## src/rtl/servo_trajectory_ramp_if.sv

```systemverilog
// ---------------------------------------------------------------------------
// servo_trajectory_ramp_if
// Command port of the servo trajectory ramp. The upstream motion planner
// (master) presents signed target angles with a valid/ready handshake, and
// can pulse home to send all axes back to the home angle.
//   cmd_valid  master->slave  target triple valid
//   cmd_ready  slave->master  ramp block can take a target this cycle
//   cmd_x/y/z  master->slave  signed target angles (degrees)
//   home       master->slave  single-cycle return-to-home request
// ---------------------------------------------------------------------------
interface servo_trajectory_ramp_if #(
  parameter int BIT_SIZE = 11
);
  logic                       cmd_valid;
  logic                       cmd_ready;
  logic signed [BIT_SIZE-1:0] cmd_x;
  logic signed [BIT_SIZE-1:0] cmd_y;
  logic signed [BIT_SIZE-1:0] cmd_z;
  logic                       home;

  modport master (
    output cmd_valid, cmd_x, cmd_y, cmd_z, home,
    input  cmd_ready
  );

  modport slave (
    input  cmd_valid, cmd_x, cmd_y, cmd_z, home,
    output cmd_ready
  );
endinterface

```

## src/rtl/servo_trajectory_ramp.sv

```systemverilog
// ---------------------------------------------------------------------------
// servo_trajectory_ramp
// Slew-rate limited trajectory stage in front of the PWM servo generator.
// Accepted targets are clamped to [COORD_MIN, COORD_MAX]; the x/y/z angle
// registers then move toward them by at most STEP degrees per ramp tick
// (one tick every FREQ/UPDATE_HZ clocks), so the servos never see a step.
// Ports:
//   clk, rst   clock; asynchronous active-high reset (outputs go HOME)
//   cmd        command port (slave side of servo_trajectory_ramp_if)
//   x, y, z    registered signed current angles
//   busy       high while ramping
//   done       one-cycle pulse in the cycle all axes sit on their targets
// ---------------------------------------------------------------------------

// Per-axis target register, clamp and slew step.
//   load/load_val  latch a new (unclamped) target
//   go_home        retarget to HOME (wins over load)
//   upd            apply one slew step this cycle
//   cur            current angle, at_tgt = (cur == target)
module servo_ramp_axis #(
  parameter int BIT_SIZE  = 11,
  parameter int STEP      = 2,
  parameter int COORD_MIN = -270,
  parameter int COORD_MAX = 270,
  parameter int HOME      = 0
) (
  input  logic                       clk,
  input  logic                       rst,
  input  logic                       load,
  input  logic signed [BIT_SIZE-1:0] load_val,
  input  logic                       go_home,
  input  logic                       upd,
  output logic signed [BIT_SIZE-1:0] cur,
  output logic                       at_tgt
);
  localparam int EW = BIT_SIZE + 2;

  localparam logic signed [BIT_SIZE-1:0] MIN_V  = BIT_SIZE'(COORD_MIN);
  localparam logic signed [BIT_SIZE-1:0] MAX_V  = BIT_SIZE'(COORD_MAX);
  localparam logic signed [BIT_SIZE-1:0] HOME_V = BIT_SIZE'(HOME);
  localparam logic signed [EW-1:0]       STEP_E = EW'(STEP);

  logic signed [BIT_SIZE-1:0] tgt;
  logic signed [BIT_SIZE-1:0] sat_val;
  logic signed [EW-1:0]       cur_e;
  logic signed [EW-1:0]       tgt_e;
  logic signed [EW-1:0]       diff;
  logic signed [EW-1:0]       nxt_e;

  always_comb begin
    sat_val = load_val;
    if (load_val < MIN_V)      sat_val = MIN_V;
    else if (load_val > MAX_V) sat_val = MAX_V;
  end

  // Two guard bits: the difference of two full-range angles cannot wrap.
  always_comb begin
    cur_e = EW'(cur);
    tgt_e = EW'(tgt);
    diff  = tgt_e - cur_e;
    nxt_e = tgt_e;
    if (diff > STEP_E)       nxt_e = cur_e + STEP_E;
    else if (diff < -STEP_E) nxt_e = cur_e - STEP_E;
  end

  always_ff @(posedge clk or posedge rst) begin
    if (rst) begin
      tgt <= HOME_V;
    end else if (go_home) begin
      tgt <= HOME_V;
    end else if (load) begin
      tgt <= sat_val;
    end
  end

  // The target is clamped and cur only ever moves toward it, so the
  // truncation back to BIT_SIZE never loses information.
  always_ff @(posedge clk or posedge rst) begin
    if (rst) begin
      cur <= HOME_V;
    end else if (upd) begin
      cur <= nxt_e[BIT_SIZE-1:0];
    end
  end

  assign at_tgt = (cur == tgt);
endmodule

module servo_trajectory_ramp #(
  parameter int FREQ      = 25_000_000,
  parameter int UPDATE_HZ = 100,
  parameter int STEP      = 2,
  parameter int BIT_SIZE  = 11,
  parameter int COORD_MIN = -270,
  parameter int COORD_MAX = 270,
  parameter int HOME      = 0
) (
  input  logic                       clk,
  input  logic                       rst,
  servo_trajectory_ramp_if.slave     cmd,
  output logic signed [BIT_SIZE-1:0] x,
  output logic signed [BIT_SIZE-1:0] y,
  output logic signed [BIT_SIZE-1:0] z,
  output logic                       busy,
  output logic                       done
);
  localparam int NUM_AXES = 3;
  localparam int TICK_DIV = FREQ / UPDATE_HZ;
  localparam int CNT_W    = (TICK_DIV > 1) ? $clog2(TICK_DIV) : 1;
  localparam logic [CNT_W-1:0] TICK_LAST = CNT_W'(TICK_DIV - 1);

  typedef enum logic {IDLE, RAMP} state_t;

  state_t state, state_nxt;

  logic [CNT_W-1:0]                        presc;
  logic                                    tick;
  logic                                    accept;
  logic                                    upd;
  logic [NUM_AXES-1:0][BIT_SIZE-1:0]       cmd_vec;
  logic [NUM_AXES-1:0][BIT_SIZE-1:0]       cur_vec;
  logic [NUM_AXES-1:0]                     at_tgt;

  // Free-running ramp prescaler; commands never resynchronise it, so the
  // first step after an accept lands anywhere within one tick period.
  always_ff @(posedge clk or posedge rst) begin
    if (rst) begin
      presc <= '0;
    end else if (tick) begin
      presc <= '0;
    end else begin
      presc <= presc + 1'b1;
    end
  end

  assign tick = (presc == TICK_LAST);

  always_ff @(posedge clk or posedge rst) begin
    if (rst) begin
      state <= IDLE;
    end else begin
      state <= state_nxt;
    end
  end

  // home retargets from either state and blocks a same-cycle command.
  // Completion is evaluated every RAMP cycle (not just on ticks), which is
  // what lets a command equal to the current position finish immediately.
  always_comb begin
    state_nxt = state;
    accept    = 1'b0;
    done      = 1'b0;
    case (state)
      IDLE: begin
        if (cmd.home) begin
          state_nxt = RAMP;
        end else if (cmd.cmd_valid) begin
          accept    = 1'b1;
          state_nxt = RAMP;
        end
      end
      RAMP: begin
        if (!cmd.home && (&at_tgt)) begin
          done      = 1'b1;
          state_nxt = IDLE;
        end
      end
      default: state_nxt = IDLE;
    endcase
  end

  assign cmd.cmd_ready = (state == IDLE) && !cmd.home;
  assign busy          = (state == RAMP);
  assign upd           = tick && (state == RAMP);

  assign cmd_vec[0] = cmd.cmd_x;
  assign cmd_vec[1] = cmd.cmd_y;
  assign cmd_vec[2] = cmd.cmd_z;

  for (genvar g = 0; g < NUM_AXES; g++) begin : g_axis
    servo_ramp_axis #(
      .BIT_SIZE  (BIT_SIZE),
      .STEP      (STEP),
      .COORD_MIN (COORD_MIN),
      .COORD_MAX (COORD_MAX),
      .HOME      (HOME)
    ) u_axis (
      .clk      (clk),
      .rst      (rst),
      .load     (accept),
      .load_val (cmd_vec[g]),
      .go_home  (cmd.home),
      .upd      (upd),
      .cur      (cur_vec[g]),
      .at_tgt   (at_tgt[g])
    );
  end

  assign x = cur_vec[0];
  assign y = cur_vec[1];
  assign z = cur_vec[2];
endmodule

```

## src/flat_wrapper.sv

```systemverilog
// flat-port wrapper written by rule: the top's interface ports become plain ports
module servo_trajectory_ramp_flat 
#(
  parameter int FREQ      = 25_000_000,
  parameter int UPDATE_HZ = 100,
  parameter int STEP      = 2,
  parameter int BIT_SIZE  = 11,
  parameter int COORD_MIN = -270,
  parameter int COORD_MAX = 270,
  parameter int HOME      = 0
)
  (clk, rst, x, y, z, busy, done, cmd_cmd_valid, cmd_cmd_x, cmd_cmd_y, cmd_cmd_z, cmd_home, cmd_cmd_ready);
  servo_trajectory_ramp_if #(.BIT_SIZE(BIT_SIZE)) cmd_i ();
  input  logic clk;
  input  logic rst;
  output logic signed [BIT_SIZE-1:0] x;
  output logic signed [BIT_SIZE-1:0] y;
  output logic signed [BIT_SIZE-1:0] z;
  output logic busy;
  output logic done;
  input wire logic [$bits(cmd_i.cmd_valid)-1:0] cmd_cmd_valid;
  input wire logic [$bits(cmd_i.cmd_x)-1:0] cmd_cmd_x;
  input wire logic [$bits(cmd_i.cmd_y)-1:0] cmd_cmd_y;
  input wire logic [$bits(cmd_i.cmd_z)-1:0] cmd_cmd_z;
  input wire logic [$bits(cmd_i.home)-1:0] cmd_home;
  output wire logic [$bits(cmd_i.cmd_ready)-1:0] cmd_cmd_ready;
  assign cmd_i.cmd_valid = cmd_cmd_valid;
  assign cmd_i.cmd_x = cmd_cmd_x;
  assign cmd_i.cmd_y = cmd_cmd_y;
  assign cmd_i.cmd_z = cmd_cmd_z;
  assign cmd_i.home = cmd_home;
  assign cmd_cmd_ready = cmd_i.cmd_ready;
  servo_trajectory_ramp #(.FREQ(FREQ), .UPDATE_HZ(UPDATE_HZ), .STEP(STEP), .BIT_SIZE(BIT_SIZE), .COORD_MIN(COORD_MIN), .COORD_MAX(COORD_MAX), .HOME(HOME)) u_core (.clk(clk), .rst(rst), .cmd(cmd_i), .x(x), .y(y), .z(z), .busy(busy), .done(done));
endmodule
```

## config.mk

```make
export PLATFORM = sky130hd
export DESIGN_NAME = servo_trajectory_ramp_flat
export DESIGN_NICKNAME = d
export VERILOG_FILES = /design/src/rtl/servo_trajectory_ramp_if.sv /design/src/rtl/servo_trajectory_ramp.sv /design/src/flat_wrapper.sv
export SDC_FILE = /design/constraint.sdc
export NUM_CORES = 1
export LEC_CHECK = 0
export CELL_PAD_IN_SITES_DETAIL_PLACEMENT = 1
export CELL_PAD_IN_SITES_GLOBAL_PLACEMENT = 2
export CORE_ASPECT_RATIO = 0.75
export CORE_MARGIN = 10
export CORE_UTILIZATION = 38
export CTS_CLUSTER_SIZE = 10
export DETAILED_ROUTE_END_ITERATION = 8
export GPL_ROUTABILITY_DRIVEN = 0
export PLACE_DENSITY_LB_ADDON = 0.1
export SLEW_MARGIN = 20
export SYNTH_ARGS = -nofsm -noshare
export SYNTH_HDL_FRONTEND = slang
export SYNTH_SLANG_ARGS = --single-unit
```

## constraint.sdc

```tcl
create_clock -name clk -period 5.8 [get_ports clk]
set_input_delay 1.45 -clock clk [delete_from_list [all_inputs] [get_ports clk]]
set_output_delay 1.45 -clock clk [all_outputs]
set_load 0.01 [all_outputs]
```

After elaboration in Yosys (flattened, before gate mapping)
Index checks and enable logic that the tools add are counted.
{ "word_totals": {"regBits": 85, "in_bits": 37, "output_inout_bits": 36, "elab_cells": 68} }
{ "op_classes": {"n_addsub": 10, "magnitude_cmp": 12, "n_eq_ne": 4, "muxes": 27, "n_bitwise": 1, "reduce_logical": 6} }
{ "ops": {"columns": ["cell", "n"], "rows": [
  ["two-way mux 11 bit", 18],
  ["greater-than comparator 12 x 3 -> 1 bit (second input constant)", 3],
  ["less-than comparator 12 x 2 -> 1 bit (second input constant)", 3],
  ["subtractor 11 x 11 -> 12 bit", 3],
  ["adder 11 x 3 -> 11 bit (second input constant)", 3],
  ["== test 11 bit", 3],
  ["greater-than comparator 11 x 10 -> 1 bit (second input constant)", 3],
  ["less-than comparator 11 x 10 -> 1 bit (second input constant)", 3],
  ["subtractor 11 x 3 -> 11 bit (second input constant)", 3],
  ["adder 18 x 1 -> 18 bit (second input constant)", 1],
  ["== test 18 bit (second input constant)", 1],
  ["two-way mux 18 bit", 1],
  ["two-way mux 1 bit", 7],
  ["logical AND 1 bit", 3],
  ["AND reduction 3 bit", 1],
  ["one-hot mux 1 bit (2 select lines)", 1],
  ["nonzero test 2 bit", 1],
  ["zero test 1 bit", 1],
  ["inverter 1 bit", 1]
]} }

Depth between registers and ports, before layout
{ "logic_depth": {"depth_word": 5, "depth_mapped": 15, "ltp_nobuf": 13} }

Cells and area by module
From an unflattened synthesis, not the netlist that was laid out.
{ "unflattened": {"cells_unflattened": 912, "area_unflattened_um2": 7649.8} }
{ "modules_own_cells": {"columns": ["module", "instances", "cells_per_inst", "area_each_um2", "seq_area_each_um2"], "rows": [
  ["servo_ramp_axis (u_core.g_axis[0].u_axis ...)", 2, 275, 2223.4, 550.5],
  ["servo_ramp_axis (u_core.g_axis[1].u_axis)", 1, 271, 2250.9, 550.5],
  ["servo_trajectory_ramp", 1, 91, 952.2, 475.5]
]} }

Least setup slack after synthesis
OpenSTA, ideal clock, no wires.
{ "synth_timing": {"path_type": "input to output", "start": "input port cmd_home", "end": "output port done", "t_arrival_ps": 2199, "t_required_ps": 4350, "path_slack_ps": 2151, "stages": 4, "n_path_buf": 0, "path_cell_list": "nand4b_1 nor4_1 nand2_1 nor3_1"} }
{ "synth_via": {"elab_chain_len": 4} }
{ "synth_rtl": {"columns": ["element", "line_no", "text"], "rows": [
  ["start: declaration", "flat_wrapper.sv:25", "input wire logic [$bits(cmd_i.home)-1:0] cmd_home;"],
  ["zero test 1 bit", "servo_trajectory_ramp.sv:163", "if (!cmd.home && (&at_tgt)) begin"],
  ["logical AND 1 bit", "servo_trajectory_ramp.sv:163", null],
  ["two-way mux 1 bit", "servo_trajectory_ramp.sv:163", null],
  ["two-way mux 1 bit", "servo_trajectory_ramp.sv:153", "case (state)"],
  ["end: declaration", "flat_wrapper.sv:20", "output logic done;"]
]} }
Every way passes these cells.

Worst setup path in the final report
Same ends and word-level chain as after synthesis.

==> results.toml <==
[route]
dr.pass1.iters = 5
routed_wl_mm = 24.2
drcViolationCount = 0
vias = 6873
drt_iter0_markers = 380
avgViaCountPerCell = 5.89
ant_nets = 0
wl_per_cell_um = 20.7

[global_route]
grt_max_degree = 51
grt_pass1_vias = 7090
grt_antenna_before_repair = 0
grt_usage_pct = 19.7
grt_pass1_wl_mm = 38.7
grt-ovfl-total = 0

[synthesis]
yosysTopAreaCell = "dfrtp_1"
synth_ff_type = "dfrtp_1"
synth-simple-area-share_pct = 23.2
synth_top_family_by_area = "compound AO/OA/AOI/OAI gates"
synth_top_area_share_pct = 30.2
synth_xor_area_share_pct = 5.72
ys_seq_elements = 85
ys_top_cells_by_area = "dfrtp_1 30%, ha_1 7.1%, o21ai_0 5.7%, a21oi_1 3.9%, nand2_1 3.6%"
synthMuxAreaShare_pct = 3.05
yosysWarnings = 0
synth_edf_count = 0
synth_compound_gate_area_share_pct = 24.5
synth_cells = 850
yosys.area_share.adder_pct = 8.24
synthArstFlopShare_pct = 100
synth_cell_types = 87
avgSynthCellArea_sq_um = 8.29
yosysSeqAreaShare_pct = 30.2
synthesis.nets = 930
synth_area_sq_um = 7050

[job]
drv_cap = 0

[pwr]
power_density_nw_per_um2 = 303
power_switching_share_pct = 42.6
power_frac_comb_pct = 49.6
p_sw_mw = 1.07
power_mw = 2.52
p_seq_share_pct = 25.8
power_frac_clock_pct = 24.6
peakVddDrop_mv = 0.223
p_int_mw = 1.45
leakage_nw = 3.44

[placement]
dp_hpwl_mm = 18.3
io_buffers = 72

[setup_path]
cp_data_arrival_time_ns = 3.30
path_cells = "clkdlybuf4s50_1 -> nand4b_1 -> nor4_1 -> nand2_1 -> nor3_1 -> clkdlybuf4s50_1"
cp_max_fo = 2
worstPathRequired_ns = 4.35
cp_top_family = "buffers and inverters"
start_kind = "input pin"
crit_path_max_incr_delay_ns = 0.61
crit_path_frequent_cell = "clkdlybuf4s50_1"
r2r_setup_slack_ns = 1.99
crit_type = "in2out"
timing.critical_path.buf_inv = 2
slowest_stage = "clkdlybuf4s50_1"
endpoint_kind = "primary output"

[floorplanning]
die_area_sq_um = 24400
core_area_sq_um = 18300
rows = 43
initial_utilization_pct = 38.4
fp.dieH_um = 138
boundaryPins = 73
die_w_um = 177

[clocking]
post_cts.repair.setup_buffers = 0
clkSinkCount = 85
clock_latency_ns = 0.35
htreeDepth = 3
ctsResizeCount = 0
numCtsBuffers = 9
clk_pin_slew_ns = 0.06
hold_buffers = 0
cts_tree = "yes"
ctsRootBufferMaster = "clkbuf_16"
clk_path_buf_depth = 2

[timing]
finalHoldViolations = 0
tightest_slew_ns = 0.988
fmax_mhz = 211
finalCritPeriodShare_pct = 81.8
relSlewSlack_pct = 34.1
fin_crit_ns = 4.75
setup_tns_ns = 0
slew_viol_final = 0
setup_violations = 0
finalClockSkew_ns = 0.0110
rsz0062_at_grt = "false"

[final_layout]
drive_gt1_share_pct = 5.98
layout_commonest_cell = "dfrtp_1"
nets = 994
final_cell_mix = "85 x dfrtp_1, 80 x o21ai_0, 72 x clkdlybuf4s50_1"
diodes = 0
area.growth.synth_to_final_pct = 18.1

[status]
status = "finished clean"

[hold_path]
min_path_type = "reg2reg"
cell usage after synthesis, types with 5 or more instances:
cell type and instances:
ha_1 40, nor2_1 52, nor2b_1 12, a211oi_1 6
mux2i_1 11, a32oi_1 5, o31ai_1 7, mux2_2 6
nand2b_1 6, a22o_1 5, xor2_1 18, a21o_1 7
nor4_1 9, dfrtp_1 85, nand4_1 19, clkbuf_1 21
nand3b_1 21, nand3_1 34, or3_1 12, o21bai_1 7
o211ai_1 8, a21boi_0 5, xnor2_1 28, a21oi_1 55
a31oi_1 5, nand2_1 67, and4_1 5, inv_1 61
and3_1 14, o221ai_1 5, o21ai_0 80, nor3_1 28
cell families (layout without fill, tap and decap cells):
logic type,count (synthesis),in the layout
simple gates,307,307
fa+ha+maj,45,45
mux,19,19
flops,85,85
buf+inv,89,158
xor+xnor,46,46
compound gates,259,259
worst register-to-register path, stage by stage (launching register included):
cell      delay [ns]
dfrtp_1         0.42
inv_1           0.08
ha_1            0.18
inv_1           0.06
fa_1            0.43
a211oi_1        0.33
o21bai_1        0.13
a21oi_1         0.19
xor2_1          0.11
or4_4           0.55
or4_4           0.44
mux2i_4         0.35
a21oi_1         0.15
a32o_1          0.30
area by class of cell:
class | instances | area, sq um
sequential | 85 | 2130
clock buffer | 10 | 239
inverter | 61 | 230
fill | 2157 | 10000
tap | 247 | 309
clock inverter | 6 | 68.8
multi-input combinational | 676 | 4560
timing repair buffer | 81 | 788
power groups by stage:
stage	clock network (mW)	logic, mW	registers (mW)
2_1_floorplan	0	0.909	0.644
3_3_place_gp	0	1.20	0.662
3_5_place_dp	0	1.23	0.662
4_1_cts	0.636	1.24	0.651
5_1_grt	0.657	1.37	0.653
6_report	0.620	1.25	0.651
per-stage QoR:
stage / std cells / setup slack, ns / utilization, % / hold WS, ns / cell area, sq um
floorplan: 850 / 2.15 / - / 0.433 / 7050
global placement: 1150 / 0.955 / 43.7 / 0.448 / 8010
detailed placement: 1150 / 0.997 / 43.7 / 0.482 / 8010
CTS: 1166 / 0.993 / 45.4 / 0.488 / 8320
global route: 1166 / 0.888 / 45.4 / 0.515 / 8320
finish: 1166 / 1.05 / 45.4 / 0.486 / 8320
flip-flops by register name (all words and copies together), names as in the netlist:
name / flops
u_core.busy: 1
u_core.g_axis.u_axis.tgt: 33
u_core.g_axis.u_axis.cur: 33
u_core.presc: 18
per-layer routing:
metal	share of wire, %	vias to the layer above	track usage [%]
met3	5.2	14	3.62
met4	0.74	0	3.21
met1	48	3413	26.9
met5	0	-	0
li1	-	3282	-
met2	46	164	32.2
final timing paths:
path	start	end	cells past startpoint
setup / recovery	cmd_home	done	6
hold / removal	u_core.presc[0]	u_core.presc[0]	1
setup reg to reg	u_core.g_axis[0].u_axis.tgt[0]	u_core.g_axis[0].u_axis.cur[9]	13
hold reg to reg	u_core.presc[0]	u_core.presc[0]	1
max in group asynchronous	rst	u_core.g_axis[0].u_axis.cur[0]	3
min in group asynchronous	rst	u_core.g_axis[1].u_axis.cur[3]	2
Power figures use the tool's default switching activity.
